## src/rtl/ranc_axon_pkg.sv

```systemverilog
// Shared types and defaults for the axon spike decoder: packet/bitmap widths
// and the bank-select encoding used by the double-buffered bitmap.
package ranc_axon_pkg;

  localparam int AXON_W_DEF    = 8;
  localparam int NUM_AXONS_DEF = 256;

  typedef logic [AXON_W_DEF-1:0]    axon_idx_t;
  typedef logic [NUM_AXONS_DEF-1:0] axon_map_t;

  typedef enum logic {
    BANK_0 = 1'b0,
    BANK_1 = 1'b1
  } bank_sel_e;

  function automatic bank_sel_e other_bank(input bank_sel_e b);
    return (b == BANK_0) ? BANK_1 : BANK_0;
  endfunction

endpackage

```

## src/rtl/axon_bank.sv

```systemverilog
// One axon spike bitmap: sets a single bit per cycle and clears the whole
// vector synchronously; clear wins over set.
module axon_bank
  import ranc_axon_pkg::*;
#(
  parameter int NUM_AXONS = NUM_AXONS_DEF,
  parameter int AXON_W    = AXON_W_DEF
) (
  input  logic                 clk,
  input  logic                 rst,
  input  logic                 clr,
  input  logic                 set_en,
  input  logic [AXON_W-1:0]    set_idx,
  output logic [NUM_AXONS-1:0] bits
);

  logic [NUM_AXONS-1:0] bits_q;
  logic [NUM_AXONS-1:0] bits_d;

  always_comb begin
    // NOTE: default assignment first, so no path leaves bits_d unassigned and no latch is inferred.
    bits_d = bits_q;
    if (clr) begin
      bits_d = '0;
    end else if (set_en) begin
      bits_d[set_idx] = 1'b1;
    end
  end

  // NOTE: the bitmap is reset along with the control state so no stale spikes survive rst.
  always_ff @(posedge clk) begin
    if (rst) begin
      bits_q <= '0;
    end else begin
      bits_q <= bits_d;
    end
  end

  assign bits = bits_q;

endmodule

```

## src/rtl/axon_spike_decoder.sv

```systemverilog
// Pops axon-index packets from the spike FIFO and accumulates them into a
// double-buffered per-tick bitmap plus a saturating spike count.
module axon_spike_decoder
  import ranc_axon_pkg::*;
#(
  parameter int AXON_W    = AXON_W_DEF,
  parameter int NUM_AXONS = NUM_AXONS_DEF,
  parameter int CNT_W     = AXON_W + 1
) (
  input  logic                 clk,
  input  logic                 rst,
  input  logic                 fifo_empty,
  input  logic [AXON_W-1:0]    fifo_data,
  output logic                 fifo_r_en,
  input  logic                 tick,
  output logic [NUM_AXONS-1:0] axon_spikes,
  output logic                 spikes_valid,
  output logic [CNT_W-1:0]     spike_count,
  output logic                 drop_err
);

  // One extra bit so NUM_AXONS == 2**AXON_W still compares correctly.
  localparam logic [AXON_W:0]  NUM_AXONS_EXT = (AXON_W + 1)'(NUM_AXONS);
  localparam logic [CNT_W-1:0] CNT_MAX       = '1;

  logic                 rd_pend_q, rd_pend_d;
  bank_sel_e            bank_sel_q, bank_sel_d;
  logic [CNT_W-1:0]     cnt_q, cnt_d;
  logic [NUM_AXONS-1:0] axon_spikes_q, axon_spikes_d;
  logic [CNT_W-1:0]     spike_count_q, spike_count_d;
  logic                 spikes_valid_q, spikes_valid_d;
  logic                 drop_err_q, drop_err_d;

  logic                 in_range;
  logic                 capture;
  logic [CNT_W-1:0]     cnt_now;
  logic [NUM_AXONS-1:0] acc_now;
  logic [NUM_AXONS-1:0] bank0_bits, bank1_bits;
  logic                 bank0_set, bank1_set;
  logic                 bank0_clr, bank1_clr;

  assign fifo_r_en = !fifo_empty && !rst;

  always_comb begin
    in_range = ({1'b0, fifo_data} < NUM_AXONS_EXT);
    capture  = rd_pend_q && in_range;

    // Accumulating bank as it will look after this cycle's capture.
    acc_now = (bank_sel_q == BANK_0) ? bank0_bits : bank1_bits;
    if (capture) begin
      acc_now[fifo_data] = 1'b1;
    end

    cnt_now = cnt_q;
    if (capture && (cnt_q != CNT_MAX)) begin
      cnt_now = cnt_q + CNT_W'(1);
    end

    bank0_set = capture && (bank_sel_q == BANK_0);
    bank1_set = capture && (bank_sel_q == BANK_1);
    bank0_clr = tick && (bank_sel_q == BANK_1);
    bank1_clr = tick && (bank_sel_q == BANK_0);

    rd_pend_d      = fifo_r_en;
    drop_err_d     = rd_pend_q && !in_range;
    spikes_valid_d = tick;
    bank_sel_d     = bank_sel_q;
    cnt_d          = cnt_now;
    axon_spikes_d  = axon_spikes_q;
    spike_count_d  = spike_count_q;

    if (tick) begin
      axon_spikes_d = acc_now;
      spike_count_d = cnt_now;
      cnt_d         = '0;
      bank_sel_d    = other_bank(bank_sel_q);
    end
  end

  // NOTE: non-blocking assignments so every flop samples pre-edge values regardless of statement order.
  always_ff @(posedge clk) begin
    if (rst) begin
      rd_pend_q      <= 1'b0;
      bank_sel_q     <= BANK_0;
      cnt_q          <= '0;
      axon_spikes_q  <= '0;
      spike_count_q  <= '0;
      spikes_valid_q <= 1'b0;
      drop_err_q     <= 1'b0;
    end else begin
      rd_pend_q      <= rd_pend_d;
      bank_sel_q     <= bank_sel_d;
      cnt_q          <= cnt_d;
      axon_spikes_q  <= axon_spikes_d;
      spike_count_q  <= spike_count_d;
      spikes_valid_q <= spikes_valid_d;
      drop_err_q     <= drop_err_d;
    end
  end

  axon_bank #(
    .NUM_AXONS (NUM_AXONS),
    .AXON_W    (AXON_W)
  ) u_bank0 (
    .clk     (clk),
    .rst     (rst),
    .clr     (bank0_clr),
    .set_en  (bank0_set),
    .set_idx (fifo_data),
    .bits    (bank0_bits)
  );

  axon_bank #(
    .NUM_AXONS (NUM_AXONS),
    .AXON_W    (AXON_W)
  ) u_bank1 (
    .clk     (clk),
    .rst     (rst),
    .clr     (bank1_clr),
    .set_en  (bank1_set),
    .set_idx (fifo_data),
    .bits    (bank1_bits)
  );

  assign axon_spikes  = axon_spikes_q;
  assign spikes_valid = spikes_valid_q;
  assign spike_count  = spike_count_q;
  assign drop_err     = drop_err_q;

endmodule

```

## config.mk

```make
export PLATFORM = sky130hd
export DESIGN_NAME = axon_spike_decoder
export DESIGN_NICKNAME = d
export VERILOG_FILES = /design/src/rtl/ranc_axon_pkg.sv /design/src/rtl/axon_bank.sv /design/src/rtl/axon_spike_decoder.sv
export SDC_FILE = /design/constraint.sdc
export NUM_CORES = 2
export LEC_CHECK = 0
export CAP_MARGIN = 10
export CORE_MARGIN = 2
export CORE_UTILIZATION = 40
export CTS_BUF_LIST = sky130_fd_sc_hd__clkbuf_2
export CTS_CLUSTER_SIZE = 16
export DETAILED_ROUTE_END_ITERATION = 12
export MAX_ROUTING_LAYER = met4
export PLACE_DENSITY = 0.56
export SYNTH_ARGS = -nofsm -noshare
export SYNTH_HDL_FRONTEND = slang
export SYNTH_HIERARCHICAL = 1
export SYNTH_SLANG_ARGS = --single-unit
export TNS_END_PERCENT = 20
```

## constraint.sdc

```tcl
create_clock -name clk -period 3.33 [get_ports clk]
set_input_delay 0.4995 -clock clk [delete_from_list [all_inputs] [get_ports clk]]
set_output_delay 0.4995 -clock clk [all_outputs]
set_load 0.05 [all_outputs]
```

==> impl_metrics.toml <==
[outcome]
status = "completed"

[yosys]
synthArstFlopShare_pct = 0
synth_warnings = 6
syn-num-nets = 3324
synth.area.top_cells = "dfxtp_1 (50%), mux2i_1 (8.2%), o21ai_0 (6.2%)"
netlist.area_leader.share_pct = 50.5
synth_common_cells = "dfxtp_1 (789), nand2_1 (435), o21ai_0 (390), nor2_1 (304), mux2i_1 (258)"
ys_seq_elements = 789
synth-edff-count = 0
syn_area_per_cell_um2 = 9.46
netlist_area_mm2 = 0.0313
yosysMostFrequentCell = "dfxtp_1"
synthDistinctLibCells = 61
synth_cells = 3310
ys.flop_type = "dfxtp_1"
synth_top_area_cell = "dfxtp_1"
ys_seq_area_share_pct = 50.5

[global_routing]
grt_overflow = 0
grt_usage_pct = 28.0
antenna_found_initial = 4
grt_pass1_vias = 26200
grt_pass1_wl_um = 168000
grt_max_degree = 202

[floorplan]
die_w_um = 284
dieHeight_um = 284
core_area_mm2 = 0.0775
rows = 102
start_util_pct = 40.4
ios = 280
die_area_mm2 = 0.0805

[worst_setup_path]
worstSetupPathType = "reg -> out"
reg2reg_to = "u_bank1/bits[221]$_SDFFE_PP0P_"
crit_path_max_fanout = 2
crit_family = "buffers and inverters"
path_buf_inv = 1
critPathCaptureType = "output port"
crit_arrival_ns = 2.70
slowest_delay_ns = 0.86
cp_slowest_cell = "clkdlybuf4s50_1"
cp_data_required_time_ns = 2.83
r2r_setup_slack_ns = 0.68
path_depth = 1
cp_cell_sequence = "clkdlybuf4s50_1"
r2r_start = "bank_sel_q$_SDFFE_PP0P_"
reg2reg_depth = 4
cp-start-kind = "register"

[drt]
drc = 0
drt-initial-drc-count = 2699
avgViaCountPerCell = 5.74
routed_wl_um = 114000
vias = 27300
route.antenna.remaining_nets = 0
wl_per_cell_um = 23.9
drt_pass1_iterations = 7

[finish]
syn_to_final_growth_pct = 17.5
nets = 3589
fillCellCount = 7450
stdcell_area_mm2 = 0.0368
fin_util_pct = 47.5
drive_gt1_share_pct = 15.5

[power_and_ir_drop]
ir_drop_v = 0.000225
p_leak_uw = 0.0127
power.density_mw_per_mm2 = 506
p_total_uw = 18600

[cts]
cts_buffers = 196
path_clk_slew_ns = 0.10
clock-root-buffer = "clkbuf_2"
clk_path_buf_depth = 3
cts_tree = "done"
cts_sinks = 789
cts-htree-levels = 4
clkLatencyLatePin_ns = 1.46

[sta]
setup_violations = 0
slew_violations = 0
hold_viol_final = 0
hold_slack_ns = 0.205
fmax_mhz = 312
rsz0062_at_grt = "false"
relSlewSlack_pct = 18.2
fin_skew_ns = 0.122
setup_tns_ns = 0
worstMarginPinSlew_ns = 1.22
fin_crit_ns = 3.20
fin_crit_sh_pct = 96.2

[hold_path]
hold_class = "in -> reg"
worstHoldEndpoint = "capture$_SDFF_PP0_"
hp-start = "fifo_empty"
holdPathStages = 3

[run]
drv_cap = 0

[place]
place.gp.congestion = 0.865
hpwl_um = 71000
io_buffers = 278
placed_area_mm2 = 0.0349
## metrics by stage
step / std cells / setup WS (ns)
after floorplan: 3310 / 0.585
after global placement: 4406 / 0.371
after detailed placement: 4406 / 0.293
after CTS: 4750 / 0.000904
after global routing: 4753 / 0.00324
final: 4754 / 0.126
## where the power goes
group | leakage (µW) | switching, µW | internal (µW)
logic | 0.00498 | 1600 | 655
clock network | 0.00134 | 3970 | 2650
registers | 0.00640 | 141 | 9590
## cells by family (layout without fill, tap and decap cells)
| logic type | Yosys count | in the layout | synth area share, % |
|---|---|---|---|
| simple gates | 1110 | 1110 | 17.0 |
| buf+inv | 336 | 737 | 5.34 |
| flops | 789 | 789 | 50.5 |
| mux | 258 | 258 | 8.25 |
| fa+ha+maj | 2 | 2 | 0.0799 |
| xor+xnor | 3 | 3 | 0.0839 |
| other cells | 1 | 4 | 0.0120 |
| compound gates | 811 | 811 | 18.8 |
## flip-flops by register name, summed over array words and instances (netlist names)
register,cells
u_bank1/bits,256
spike_count,9
axon_spikes,256
bank_sel_q,1
cnt_q,9
spikes_valid,1
u_bank0/bits,256
capture,1
## repair_timing
| item | in CTS | in global routing |
|---|---|---|
| hold buffers | 10 | 0 |
| setup endpoints to repair | 39 | 2 |
| resized for setup | 39 | 2 |
| hold endpoints to repair | 521 | 0 |
| setup buffers | 0 | 0 |
| pin swaps | 0 | 0 |
## routing by layer
metal	wire length (µm)	GRT usage, %	up-vias
li1	-	-	12500
met1	47800	35.8	13300
met2	52300	43.2	1253
met3	8990	5.26	252
met4	4510	12.5	0
met5	0	-	-
## cell usage in the layout, fill, tap and decap left out, types with 7 or more instances in the layout
cell type / n
o21ai_1: 21
a22o_2: 20
a22o_1: 104
clkinv_1: 35
nand2_1: 435
a311oi_2: 50
nor2b_1: 15
o21ai_0: 390
dlygate4sd2_1: 39
nand3_2: 50
nand3_1: 203
buf_4: 87
buf_12: 24
a211o_1: 24
clkinv_2: 7
mux2i_1: 258
nor3_1: 18
a311oi_1: 187
dlygate4sd3_1: 10
clkdlybuf4s50_1: 235
clkbuf_2: 278
nor2_1: 302
dfxtp_1: 788
## worst max-delay path by stage
stage / end / start
final: axon_spikes[172] / axon_spikes[172]$_SDFFE_PP0P_
after CTS: axon_spikes[84] / axon_spikes[84]$_SDFFE_PP0P_
after global placement: u_bank1/bits[243]$_SDFFE_PP0P_ / tick
after global routing: axon_spikes[69] / axon_spikes[69]$_SDFFE_PP0P_
after floorplan: u_bank1/bits[127]$_SDFFE_PP0P_ / tick
after detailed placement: u_bank0/bits[61]$_SDFFE_PP0P_ / fifo_data[7]
## cell type report
cell class	count	area (µm²)	share of cell area, %
flip-flops and latches	789	15800	43.0
diodes	3	7.51	0.0204
clock buffers	278	1390	3.78
multi-input cells	2185	13900	37.7
repair buffers	400	3990	10.9
inverters	3	11.3	0.0306
well taps	1040	1300	3.54
clock inverters	56	390	1.06
(Power assumes the default switching activity.)
